`src/rtl/sinc3_dec.sv`:
```
// sinc3_dec: third-order CIC (sinc3) decimator for a 1-bit sigma-delta bitstream.
// Optional macro SINC3_OVR_EN adds the full-scale flag output ovr.
module sinc3_dec #(
  parameter int OSR   = 256,
  parameter int OUT_W = 3 * $clog2(OSR) + 1
) (
  input  logic             mclkin,
  input  logic             rst,
  input  logic             mdat,
  input  logic             en,
  output logic [OUT_W-1:0] data_out,
`ifdef SINC3_OVR_EN
  output logic             ovr,
`endif
  output logic             data_valid
);

  localparam int CNT_W = $clog2(OSR);
  localparam logic [CNT_W-1:0] CNT_LAST = CNT_W'(OSR - 1);

  logic [OUT_W-1:0] i1_reg, i2_reg, i3_reg;
  logic [OUT_W-1:0] x_reg;
  logic [OUT_W-1:0] d1_reg, d2_reg, d3_reg;
  logic [OUT_W-1:0] c1, c2, c3;
  logic [CNT_W-1:0] cnt_reg;
  logic [1:0]       settle_reg;
  logic             comb_stb_reg;
  logic             dec_edge;
  logic             settled;

  assign dec_edge = en && (cnt_reg == CNT_LAST);
  assign settled  = (settle_reg == 2'd2);

  // Integrators run at the modulator rate; wrap-around is cancelled by the combs.
  always_ff @(posedge mclkin or posedge rst) begin
    if (rst) begin
      i1_reg <= '0;
      i2_reg <= '0;
      i3_reg <= '0;
    end else if (en) begin
      i1_reg <= i1_reg + {{(OUT_W-1){1'b0}}, mdat};
      i2_reg <= i2_reg + i1_reg;
      i3_reg <= i3_reg + i2_reg;
    end
  end

  always_ff @(posedge mclkin or posedge rst) begin
    if (rst) begin
      cnt_reg      <= '0;
      x_reg        <= '0;
      comb_stb_reg <= 1'b0;
    end else begin
      comb_stb_reg <= dec_edge;
      if (en) begin
        cnt_reg <= cnt_reg + CNT_W'(1);
      end
      if (dec_edge) begin
        x_reg <= i3_reg;
      end
    end
  end

  always_comb begin
    c1 = x_reg - d1_reg;
    c2 = c1 - d2_reg;
    c3 = c2 - d3_reg;
  end

  // Comb step runs on the cycle after the decimation edge, independent of en.
  always_ff @(posedge mclkin or posedge rst) begin
    if (rst) begin
      d1_reg     <= '0;
      d2_reg     <= '0;
      d3_reg     <= '0;
      settle_reg <= '0;
      data_out   <= '0;
      data_valid <= 1'b0;
    end else begin
      data_valid <= 1'b0;
      if (comb_stb_reg) begin
        d1_reg <= x_reg;
        d2_reg <= c1;
        d3_reg <= c2;
        if (settled) begin
          data_out   <= c3;
          data_valid <= 1'b1;
        end else begin
          settle_reg <= settle_reg + 2'd1;
        end
      end
    end
  end

`ifdef SINC3_OVR_EN
  localparam logic [OUT_W-1:0] FULL_SCALE = OUT_W'(OSR * OSR * OSR);

  always_ff @(posedge mclkin or posedge rst) begin
    if (rst) begin
      ovr <= 1'b0;
    end else begin
      ovr <= comb_stb_reg && settled && (c3 == FULL_SCALE);
    end
  end
`else
  // No full-scale flag in this build.
`endif

endmodule

```
`config.mk`:
```
export PLATFORM = sky130hd
export DESIGN_NAME = sinc3_dec
export DESIGN_NICKNAME = d
export VERILOG_FILES = /design/src/rtl/sinc3_dec.sv
export SDC_FILE = /design/constraint.sdc
export NUM_CORES = 1
export LEC_CHECK = 0
export BUFFER_PORTS_ARGS = -buffer_cell sky130_fd_sc_hd__buf_2
export CORE_UTILIZATION = 40
export CTS_BUF_LIST = sky130_fd_sc_hd__clkbuf_8
export DETAILED_ROUTE_END_ITERATION = 10
export MAX_ROUTING_LAYER = met4
export PLACE_DENSITY = 0.52
export SETUP_SLACK_MARGIN = 0.02
export SYNTH_ARGS = -nofsm -noshare
export SYNTH_HDL_FRONTEND = slang
export SYNTH_SLANG_ARGS = --single-unit
```
`constraint.sdc`:
```
create_clock -name mclkin -period 19.2 [get_ports mclkin]
set_clock_uncertainty 0.05 [all_clocks]
set_input_delay 0.96 -clock mclkin [delete_from_list [all_inputs] [get_ports mclkin]]
set_output_delay 0.96 -clock mclkin [all_outputs]
set_load 0.1 [all_outputs]
```
Word-level counts from Yosys, hierarchy flattened:

Index checks and enable logic that the tools add are counted.

* flip-flop bits (word level): 212
* latch bits: 0
* RAM bits: 0
* bits in read-only memories: 0
* input bits: 4
* output and inout bits: 26
* logic and storage cells: 28
* memories: 0

* add/sub/neg operators: 8
* multiply operators: 0
* div/mod/pow operators: 0
* magnitude comparators: 0
* eq/ne operators: 2
* shift operators: 0
* muxes and demuxes: 2
* bitwise logic cells: 1
* reductions and logical operators: 3

Operators with widths (count)
* subtractor 25 bit: 3
* adder 25 bit: 2
* adder 25 x 1 -> 25 bit: 1
* adder 8 x 1 -> 8 bit (second input constant): 1
* == test 8 bit (second input constant): 1
* AND reduction 2 bit: 2
* adder 2 x 1 -> 2 bit (second input constant): 1
* == test 2 bit (second input constant): 1
* two-way mux 1 bit: 2
* logical AND 1 bit: 1
* inverter 1 bit: 1

Depth between registers and ports, before layout:

* word-level depth: 3
* mapped depth: 29
* depth with buffers taken out: 29

Worst setup path after synthesis:

Ideal clock, no wire load.

* path type: flip-flop to flip-flop
* start: reg d1_reg[1]
* end: reg data_out[24]
* library setup time: 135 ps
* arrival time: 4997 ps
* data required time: 19015 ps
* path slack: 14018 ps
* stages on the path, launching flop included: 28
* buffers on the path: 1
* clock period less this slack: 5182 ps
* cell sequence: dfrtp_1 > inv_1 > ha_1 > nor2b_1 > o21a_1 > o21ai_0 > a21oi_1 > a211oi_1 > nor2_1 > a311o_1 > a211oi_1 > nor3_1 > ha_1 > clkbuf_1 > a21o_1 > a21o_1 > a21oi_1 > a21oi_1 > o21ai_0 > nand2b_1 > xor2_1 > ha_1 > or2_2 > a21oi_1 > a31oi_1 > xor2_1 > xnor2_1 > o21ai_0

* word-level cells in the longest chain between the ends: 3

RTL lines
* from (decl): RTL line 23 `logic [OUT_W-1:0] d1_reg, d2_reg, d3_reg;`
* from (signal assigned): RTL line 81 `d1_reg <= x_reg;`
* subtractor 25 bit: RTL line 64 `c1 = x_reg - d1_reg;`
* net c1[17]: RTL line 24 `logic [OUT_W-1:0] c1, c2, c3;`
* subtractor 25 bit: RTL line 65 `c2 = c1 - d2_reg;`
* net c2[22]: RTL line 24
* subtractor 25 bit: RTL line 66 `c3 = c2 - d3_reg;`
* to (signal assigned): RTL line 76 `data_out <= '0;`
* to (signal assigned): RTL line 85 `data_out <= c3;`
* to (decl): RTL line 11 `output logic [OUT_W-1:0] data_out,`

The timed path passes the listed nets, and every way through them passes these cells.
A chain may end at the register's enable or synchronous reset.

Final worst setup path:

* start: reg x_reg[0]
* end: reg data_out[24]

* word-level cells in the longest chain between the ends: 3

RTL lines
* from (decl): RTL line 22 `logic [OUT_W-1:0] x_reg;`
* from (signal assigned): RTL line 58 `x_reg <= i3_reg;`
* subtractor 25 bit: RTL line 64
* net c1[14]: RTL line 24
* subtractor 25 bit: RTL line 65
* net c2[18]: RTL line 24
* subtractor 25 bit: RTL line 66

The timed path passes the listed nets, and every way through them passes these cells.

==> metrics <==
Worst setup SP type register; worst hold slack 419 ps; mapped cell area 0.0136 mm2; GR Overflow Total 0; Via-to-Cell Ratio a little over 5; # placed instances 1869; # hold bufs at CTS 0; Required @ worst endpoint 19550 ps; Routed WL 25500 um; area leader, netlist dfrtp_1; Setup crit end kind register; # H-tree levels 2; Synthesized Nets 1553; # IOs 30; Final Cycle Share 29.9%; core area roughly 0.033 mm2; kind of critical path register to register; Post-Layout Cell Count 1940; fraction of registers with async set or reset after synthesis 100%; Layout fillers between 3000 and 4000; Clk Latency, worst-skew pair between 500 and 600 ps; Register Area 0.00531 mm2; GP Congestion ~0.83; first-pass GRT wire length between 40000 and 50000 um; Synth-to-Final Area Change 10.5%; post-synth top area share 39.1%; Slew Viols, Final 0; crit-path most repeated cell a21oi_1; initial antenna violation count 0; largest net degree at the start of global routing 95; Max Freq 174 MHz; Power Dens Cells 82.7 mW/mm2; vias in the first global route about 9600; CTS Sinks 212; Post-Layout Inst Area 0.0150 mm2; Final ANT Viol Nets 0; Cell variety after synth between 60 and 70; worst slew pin tran 928 ps; Post-CTS Setup Inserts 0; Chip Width 186 um; clock-pin slew on the worst setup and hold paths 60 ps; CTS tree done; cell with the most instances after synthesis dfrtp_1; Resize count post-CTS 0; DRC Markers 0; maximum vdd drop 53.7 uV; Initial Utilization about two fifths; Worst Hold Class register to register; Die Y 186 um; total number of vias 9812; RSZ-0062 raised after global routing no; synth warn 0; Slowest-stage cell, CP dfrtp_1; max-cap viol count 0; Worst EP arrival ~6100 ps; drt initial violations between 300 and 400; Sum Neg Setup Slack 0 ps; Lkg Pwr 7.25 nW; crit path max fanout 6; multi-input logic area ~0.0077 mm2; Pre-Repair DR Iteration Count 5; Final #Nets 1597; status finished clean; Final setup viols 0; min Tclk post-route 5740 ps; layout cells sized above 1 12.5%; top cells by area, synth dfrtp_1, ha_1, mux2_2, xnor2_1, o21ai_0; register bit total from synthesis 212; Power, Total 1.24 mW; Mean Syn Cell Area 9.56 um2; final hold violations 0; commonest cells in the netlist dfrtp_1, nand2_1, o21ai_0, ha_1, inv_1; clock buffer depth 3; All-Layer GR Usage 16.1%; per-cell routed wire length 13.1 um; Crit path largest cell delay 370 ps; Most used DFF post-synth dfrtp_1; total CTS buffers 41; Syn Inst Count between 1000 and 1500; Post-synth EDFFs 0; root buffer cell clkbuf_8; area of the die about 0.035 mm2; port buffer count 29; sequential area share after synthesis between 30% and 40%; post-DP HPWL 18200 um; Site Rows 67; placed inst area 0.0142 mm2; # diodes 0; Slew HR a little under two fifths
==> cells in the final DEF, fill, tap and decap left out, types with 6 or more instances in the layout <==
cell type	count
dfrtp_1	211
buf_4	6
o211ai_1	9
nand2_1	137
or3_1	9
xnor2_1	83
and4_1	6
mux2_2	77
nand4_1	19
nor4_1	6
nor2b_1	17
o21bai_1	8
nor2_1	54
nand3_1	24
mux2i_1	7
clkbuf_8	51
nand2b_1	16
a21oi_1	88
nor3_1	18
buf_2	29
ha_1	124
a211oi_1	11
a21o_1	45
and3_1	15
o21a_1	15
xor2_1	49
o21ai_0	135
inv_1	125
a31o_2	6
a31oi_1	13
==> layout make-up <==
| class | instances | share of cell area, % |
|---|---|---|
| clock buffer | 51 | 4.68 |
| clock inverter | 20 | 0.567 |
| inverter | 111 | 2.83 |
| multi-input combinational | 1063 | 51.5 |
| sequential | 212 | 35.4 |
| tap | 448 | 3.74 |
| timing repair buffer | 35 | 1.27 |
==> per-stage QoR <==
step | setup slack, ps | util [%]
final | 13460 | 44.9
after CTS | 13420 | 44.9
after floorplan | 12400 | -
after global routing | 12950 | 44.9
after detailed placement | 13440 | 42.5
after global placement | 13550 | 42.5
==> layer usage <==
metal	up-vias	share of wire [%]	GRT usage, %
li1	5135	-	-
met1	4502	51	20.9
met2	120	44	25.3
met3	55	2.9	2.55
met4	0	2.7	5.74
met5	-	0	-
==> worst max-delay path, delay by kind of cell, from the launching register on <==
family                   cells  cell delay [ps]
AND/OR/NAND/NOR              9             1480
adder cells (fa/ha/maj)      4             1060
buffers and inverters        1               70
AO/OA/AOI/OAI               11             1920
XOR/XNOR                     4              660
flip-flops                   1              370
==> report_power, final <==
group          internal [mW]  switching (mW)
logic                  0.144           0.138
registers              0.490          0.0412
clock network          0.237           0.190
==> logic make-up (layout without fill, tap and decap cells) <==
family	Yosys count	after routing	synth area share, %
AOI/OAI and AO/OA	376	376	17.1
and+or+nand+nor	341	341	12.0
DFF	212	212	39.1
buffers and inverters	145	217	4.01
xor gates and xnor gates	133	133	8.68
adders and majority gates	129	129	12.2
muxes	84	84	6.90
==> final timing paths <==
| path | from | end | slack (ps) | cells after the start |
|---|---|---|---|---|
| worst max register to register | x_reg[0]$_DFFE_PP0P_ | data_out[24]$_DFFE_PP0P_ | 13460 | 29 |
| max in group asynchronous | rst | comb_stb_reg$_DFF_PP0_ | 16520 | 4 |
| min in group asynchronous | rst | d2_reg[0]$_DFFE_PP0P_ | 460 | 2 |
| worst min register to register | data_out[19]$_DFFE_PP0P_ | data_out[19]$_DFFE_PP0P_ | 420 | 2 |
| worst min-delay path | data_out[19]$_DFFE_PP0P_ | data_out[19]$_DFFE_PP0P_ | 420 | 2 |
| worst max-delay path | x_reg[0]$_DFFE_PP0P_ | data_out[24]$_DFFE_PP0P_ | 13460 | 29 |
Note: power is estimated with default switching activity, not from simulation.
